<file path="src/rtl/regfile_sb.sv">
// Register file with a per-register busy scoreboard for in-order issue / out-of-order writeback.
// Optional same-cycle write-to-read forwarding is enabled by defining REGFILE_BYPASS_EN.
module regfile_sb #(
  parameter int XLEN = 32,
  parameter int NREG = 32,
  localparam int AW  = (NREG > 1) ? $clog2(NREG) : 1
) (
  input  logic            clk,
  input  logic            reset,
  input  logic [AW-1:0]   rs1,
  input  logic [AW-1:0]   rs2,
  output logic [XLEN-1:0] rd1,
  output logic [XLEN-1:0] rd2,
  output logic            rs1_busy,
  output logic            rs2_busy,
  input  logic            wr_en,
  input  logic [AW-1:0]   wr_addr,
  input  logic [XLEN-1:0] wr_data,
  input  logic            iss_valid,
  input  logic [AW-1:0]   iss_rd,
  output logic            iss_ready,
  output logic [AW:0]     pend_cnt,
  output logic            wb_err
);

  // Issue handshake: a reservation of iss_rd is taken on a rising edge where
  // iss_valid and iss_ready are both 1; iss_ready depends only on iss_rd and the
  // stored busy bits, never on iss_valid, so the producer may hold valid freely.

  logic [XLEN-1:0] regs [NREG];
  logic [NREG-1:0] busy_q;
  logic [NREG-1:0] busy_d;
  logic [AW:0]     pend_q;
  logic [AW:0]     pend_d;
  logic            wb_err_q;

  logic            wb_hit;
  logic            issue_set;
  logic            same_reg;
  logic            cnt_inc;
  logic            cnt_dec;
  logic            err_d;
  logic            fwd1;
  logic            fwd2;

  assign wb_hit    = wr_en && (wr_addr != '0);
  assign iss_ready = (iss_rd == '0) || !busy_q[iss_rd];
  assign issue_set = iss_valid && iss_ready && (iss_rd != '0);
  assign same_reg  = issue_set && (iss_rd == wr_addr);

  // An accepted issue always targets a clear bit, so it always adds one.
  assign cnt_inc = issue_set;
  assign cnt_dec = wb_hit && busy_q[wr_addr] && !same_reg;
  assign err_d   = wb_hit && !busy_q[wr_addr] && !same_reg;

  always_comb begin
    busy_d = busy_q;
    if (wb_hit) begin
      busy_d[wr_addr] = 1'b0;
    end
    if (issue_set) begin
      busy_d[iss_rd] = 1'b1;
    end
    busy_d[0] = 1'b0;
  end

  always_comb begin
    pend_d = pend_q;
    case ({cnt_inc, cnt_dec})
      2'b10:   pend_d = pend_q + {{AW{1'b0}}, 1'b1};
      2'b01:   pend_d = pend_q - {{AW{1'b0}}, 1'b1};
      default: pend_d = pend_q;
    endcase
  end

  always_ff @(posedge clk or negedge reset) begin
    if (!reset) begin
      for (int i = 0; i < NREG; i++) begin
        regs[i] <= '0;
      end
    end else if (wb_hit) begin
      regs[wr_addr] <= wr_data;
    end
  end

  always_ff @(posedge clk or negedge reset) begin
    if (!reset) begin
      busy_q   <= '0;
      pend_q   <= '0;
      wb_err_q <= 1'b0;
    end else begin
      busy_q   <= busy_d;
      pend_q   <= pend_d;
      wb_err_q <= err_d;
    end
  end

`ifdef REGFILE_BYPASS_EN
  assign fwd1 = wr_en && (wr_addr == rs1) && (rs1 != '0);
  assign fwd2 = wr_en && (wr_addr == rs2) && (rs2 != '0);
`else
  assign fwd1 = 1'b0;
  assign fwd2 = 1'b0;
`endif

  // Reads are gated by reset so forwarded data cannot leak out while held in reset.
  always_comb begin
    rd1 = '0;
    rd2 = '0;
    if (reset && (rs1 != '0)) begin
      rd1 = fwd1 ? wr_data : regs[rs1];
    end
    if (reset && (rs2 != '0)) begin
      rd2 = fwd2 ? wr_data : regs[rs2];
    end
  end

  assign rs1_busy = reset && !fwd1 && busy_q[rs1];
  assign rs2_busy = reset && !fwd2 && busy_q[rs2];
  assign pend_cnt = pend_q;
  assign wb_err   = wb_err_q;

endmodule

</file>
<file path="config.mk">
export PLATFORM = sky130hd
export DESIGN_NAME = regfile_sb
export DESIGN_NICKNAME = d
export VERILOG_FILES = /design/src/rtl/regfile_sb.sv
export SDC_FILE = /design/constraint.sdc
export NUM_CORES = 2
export LEC_CHECK = 0
export CAP_MARGIN = 20
export CELL_PAD_IN_SITES_DETAIL_PLACEMENT = 0
export CELL_PAD_IN_SITES_GLOBAL_PLACEMENT = 1
export CORE_MARGIN = 4
export CORE_UTILIZATION = 53
export DETAILED_ROUTE_END_ITERATION = 10
export PLACE_DENSITY_LB_ADDON = 0.1
export SKIP_CTS_REPAIR_TIMING = 1
export SLEW_MARGIN = 15
export SYNTH_ARGS = -nofsm -noshare
export SYNTH_HDL_FRONTEND = slang
export SYNTH_SLANG_ARGS = --single-unit
</file>
<file path="constraint.sdc">
create_clock -name clk -period 4.5 [get_ports clk]
set_input_delay 0.9 -clock clk [delete_from_list [all_inputs] [get_ports clk]]
set_output_delay 0.9 -clock clk [all_outputs]
set_load 0.02 [all_outputs]
</file>
Word-level counts from Yosys, hierarchy flattened
Index checks and enable logic that the tools add are counted.

$add $sub $neg: 2. Magnitude comparators: 10. Equal/unequal tests: 3. Muxes and demuxes: 26. Bitwise operators: 6. Reduce and logical (&&, ||, !) cells: 25.

Operator list (number): $bwmux W1024 (1); $bmux W32 S5 (2); $mux W32 (9); $demux W32 S5 (1); $and A32 B32 Y32 (1); $not A32 Y32 (1); $or A32 B32 Y32 (1); $lt A5 B6 Y1 const B (4); $bmux W1 S5 (4); $reduce_bool A5 Y1 (4); $ge A6 B6 Y1 const B (3); $not A5 Y6 (3); $logic_and A1 B1 Y1 (15); $pmux W6 S2 (1); $demux W1 S5 (2); $ge A5 B1 Y1 const B (2); $add A6 B1 Y6 const B (1); $lt A6 B1 Y1 const B (1); $mux W1 (6); $sub A6 B1 Y6 const B (1); $eq A5 B5 Y1 (1); $logic_not A5 Y1 (1); $logic_not A1 Y1 (3); $eq A2 B1 Y1 const B (1); other kinds (3) (3).

Flip-flop bits (word level): 1062. Input port bits: 56. Output and inout port bits: 74. Logic and storage cells: 107.

Depth between registers and ports, before layout
Word-level depth: 11. Depth in mapped cells: 15. Mapped depth without buffers: 13.

Least setup slack after synthesis
No wires, ideal clock.

Path type: in2reg. Start: input port iss_rd[0]. End: register pend_q[5] (netlist: pend_cnt[5]). Arrival time: 3.794 ns. Required time: 4.420 ns. Path slack: 0.626 ns. Stages: 14. Path through: buf_6 > mux4_1 > a22oi_1 > nand2_1 > a211oi_2 > o311a_2 > nor2_2 > ha_1 > a21o_1 > a21oi_1 > o21bai_1 > a21oi_1 > mux2i_1 > xnor2_1.

Longest elaborated chain between the ends: 11. Elaborated cells on any way between the ends: 16. Those cells by class: eq/ne (3); mux (3); reduce/logical (10).

RTL lines: start, declared (line 20) `input logic [AW-1:0] iss_rd,`; $bmux W1 S5 (line 47) `assign iss_ready = (iss_rd == '0) || !busy_q[iss_rd];`; $mux W1 (not written as such) (line 47); $logic_not A1 Y1 (line 47); $logic_or A1 B1 Y1 * (line 47); net iss_ready (line 21) `output logic iss_ready,`; $logic_and A1 B1 Y1 * (2 in a row) (line 48) `assign issue_set = iss_valid && iss_ready && (iss_rd != '0);`; $logic_and A1 B1 Y1 (line 49) `assign same_reg = issue_set && (iss_rd == wr_addr);`; $logic_not A1 Y1 (line 53) `assign cnt_dec = wb_hit && busy_q[wr_addr] && !same_reg;`; $logic_and A1 B1 Y1 (line 53); $eq A2 B1 Y1 / $eq A2 B2 Y1 (equally long branches) (line 69) `case ({cnt_inc, cnt_dec})`; $pmux W6 S2 / $reduce_bool A2 Y1 (equally long branches); end signal, assigned (line 93) `pend_q <= pend_d;`; end, declared (line 33) `logic [AW:0] pend_q;`.

The timed path passes the listed nets; every way through them passes the cells marked *. The select of a mux whose other input is x is not followed. A chain may end at the register's enable or synchronous reset.

Final worst setup path
Start: input port rs2[0]. End: output port rd2[2].

Longest elaborated chain between the ends: 5. Elaborated cells on any way between the ends: 7. Those cells by class: mux (4); bitwise (1); reduce/logical (2).

RTL lines: start, declared (line 11) `input logic [AW-1:0] rs2,`; $not A5 Y6 (not written as such) (line 114) `rd2 = fwd2 ? wr_data : regs[rs2];`; $bmux W32 S5 (line 114); $mux W32 (not written as such) (2 in a row) (line 114); $mux W32 * (line 113) `if (reset && (rs2 != '0)) begin`; end, declared (line 13) `output logic [XLEN-1:0] rd2,`.

Every way passes the cells marked *; elsewhere a longest branch is shown, timed or not. The select of a mux whose other input is x is not followed.

==> key figures <==
Synth
  – Share of flip-flops with an asynchronous set or reset: 100.0%
  – Synthesis Warnings: 0
  – Main synth FF type: dfrtp_1
  – Register area share after synthesis: 46.07%
  – Register bit total from synthesis: ~1,100
  – Syn nets: approximately 4,500
  – Number of synthesized flops with an enable pin: 0
  – Share of the synthesized area in the top cell type: between 40% and 50%
  – Top post-synthesis cells by area: dfrtp_1 (46%), mux2_2 (22%), mux4_2 (11%), mux2i_1 (7.0%), a21oi_1 (2.9%)
  – Post-synthesis instance area: a little under 60,000 um2
  – Synth area leader: dfrtp_1
  – Netlist cell types: 53
  – Syn Area/Cell: 12.94 um2
  – Syn Inst Count: about 4,500

Die
  – CORE AREA: roughly 110,000 um2
  – Die extent in x: roughly 340 um
  – Row cnt: between 100 and 150
  – Die height: approximately 340 um
  – Die ar.: 114,200 um2
  – I/O pins: between 100 and 150
  – Initial Util: ~54%

Routing
  – Via/cell ratio: 6.790
  – Vias: approximately 41,000
  – WL final: just under 200,000 um
  – Wire length per cell after detailed routing: around 32 um
  – Iter 0 DRT Violations: 3,736
  – Pre-antenna DRT Iters: 5
  – Drt drc: 0
  – DRT antenna net count: 0

Cells and area
  – Commonest non-fill, non-tap cell in the layout: mux2_2
  – Area growth, synth to finish: 14.99%
  – Fin cells: between 6,000 and 7,000
  – Most frequent cells in the layout: mux2_2 (1,130), dfrtp_1 (1,062), mux2i_1 (405)
  – Cell area after layout: between 60,000 and 70,000 um2
  – Fin nets: roughly 4,600
  – Post-layout util: 61.70%
  – Share of cells above drive strength 1: between 40% and 50%

GRT
  – Global route total overflow: 0
  – M3 GR Usage: 6.289%
  – Antenna violations before repair: 11
  – Grt met2 use: 53.64%
  – Vias in the first global route: 41,251
  – Busiest grt layer: met2
  – First-pass GRT wire length: roughly 290,000 um
  – GRT Overall Usage: approximately 34%
  – Met1 usage: between 40% and 50%
  – Largest net degree at the start of global routing: 176

Worst setup path
  – Reg2Reg Setup Slack: between 1 and 1.5 ns
  – Worst-path cell chain: buf_8 > buf_12 > buf_4 > mux2_2 > a21oi_1 > o21ai_0 > o22ai_1 > nor2_1 > a21oi_1 > buf_4 > nor2_1 > clkdlybuf4s50_1
  – Max incr delay on CP: around 0.55 ns
  – Worst Path Arrival: 3.55 ns
  – Crit end category: primary output
  – Worst Path Max Fanout: 22
  – Worst Path Required: between 3 and 4 ns
  – Worst Setup Start Kind: input port
  – Crit path kind: input port to primary output
  – Crit path buffers/inverters: 5
  – Worst path slowest cell: clkdlybuf4s50_1
  – Largest delay share family, worst path: buffers and inverters

STA
  – Fin Hold WS: slightly above 0.06 ns
  – Worst Tran Pin Value: between 1 and 1.5 ns
  – Slew Viols, Final: 0
  – Final setup violation count: 0
  – Fmax: roughly 220 MHz
  – Layout Skew: 0.01534 ns
  – Final Hold Viols: 0
  – Slew headroom: around a quarter
  – Worst setup margin: 0.05165 ns
  – Crit share post-route: between 90% and 100%
  – RSZ-0062 raised after global routing: false
  – Final min period: ~4.4 ns
  – Setup TNS: 0 ns

Job
  – Max Cap Violations: 0

Placed design
  – IO buf count: 129
  – Placed Cells: just under 6,000
  – Hpwl dp: 112,200 um
  – DP Worst Slack: -0.1609 ns
  – GPL Wtd Cong: 0.8879
  – Cell Area, Placed: 62,320 um2

Power and ir drop
  – Leak pwr: roughly 30 nW
  – Total power draw: about 29 mW
  – VDD IR max: about 0.33 mV
  – Power density over the cells: roughly 430 nW/um2

Run status
  – Status: completed

Clocking
  – CTS max path bufs: 3
  – CTS root buffer: clkbuf_16
  – Clk slew on worst S/H paths: around 0.05 ns
  – Clk sinks: ~1,100
  – TritonCTS clock tree: built
  – Worst-skew pair later-pin latency: 0.71 ns
  – H-tree depth: 3
  – Total CTS buffers: ~120

Worst hold path
  – Hold Path Class: input port to async pin
kinds of logic after synthesis:
kind of cell / share of synthesized area [%]
xor gates and xnor gates: 0.1518
DFF: 46.07
adders and majority gates: 0.1215
AOI/OAI and AO/OA: 8.229
buffers and inverters: 3.301
and+or+nand+nor: 2.295
muxes: 39.83
registers in the layout (all words and copies together) (netlist names):
register / count
regs: 1024
busy_q: 31
pend_cnt: 6
wb_err: 1
area by class of cell:
cell class / instances / area, um2
diodes: 9 / 22.52
well taps: 1403 / 1755
multi-input cells: 2909 / 29480
fillers: 8463 / 41170
inverters: 7 / 26.28
flip-flops and latches: 1062 / 26580
clock inverters: 41 / 470.5
clock buffers: 166 / 3382
repair buffers: 423 / 4618
worst paths after layout:
path	end	from	cells past startpoint
worst max-delay path	rd2[2]	rs2[0]	12
worst min-delay path	busy_q[3]	reset	1
worst max register to register	pend_cnt[5]	busy_q[25]	13
worst min register to register	regs[1012]	regs[1012]	0
max in group asynchronous	regs[259]	reset	3
min in group clk	regs[1012]	regs[1012]	0
synthesized netlist by cell type, drive strengths merged (6+ instances only):
| master | count |
|---|---|
| xnor2 | 7 |
| nand3 | 6 |
| inv | 7 |
| mux2 | 1133 |
| o21ai | 156 |
| buf | 126 |
| o22ai | 136 |
| mux2i | 405 |
| nor2 | 151 |
| a22o | 15 |
| mux4 | 273 |
| nor3 | 69 |
| clkbuf | 353 |
| nand2 | 35 |
| dfrtp | 1062 |
| a21oi | 330 |
| nor3b | 7 |
| o221ai | 130 |
report_power, final:
part	total [mW]	switching (mW)	internal, mW
combinational	6.26	2.71	3.55
clock	9.74	3.99	5.75
sequential	12.8	1.42	11.4
total	28.8	8.13	20.7
routing by layer:
layer  up-vias  share of wire (%)  routed length (um)
met5         -             0.0067                  13
met4         2                3.8                7430
met3       390                7.1               13870
met2      1585                 46               89760
met1     21768                 43               83560
li1      17129                  -                   -
Note: power is estimated with default switching activity, not from simulation.
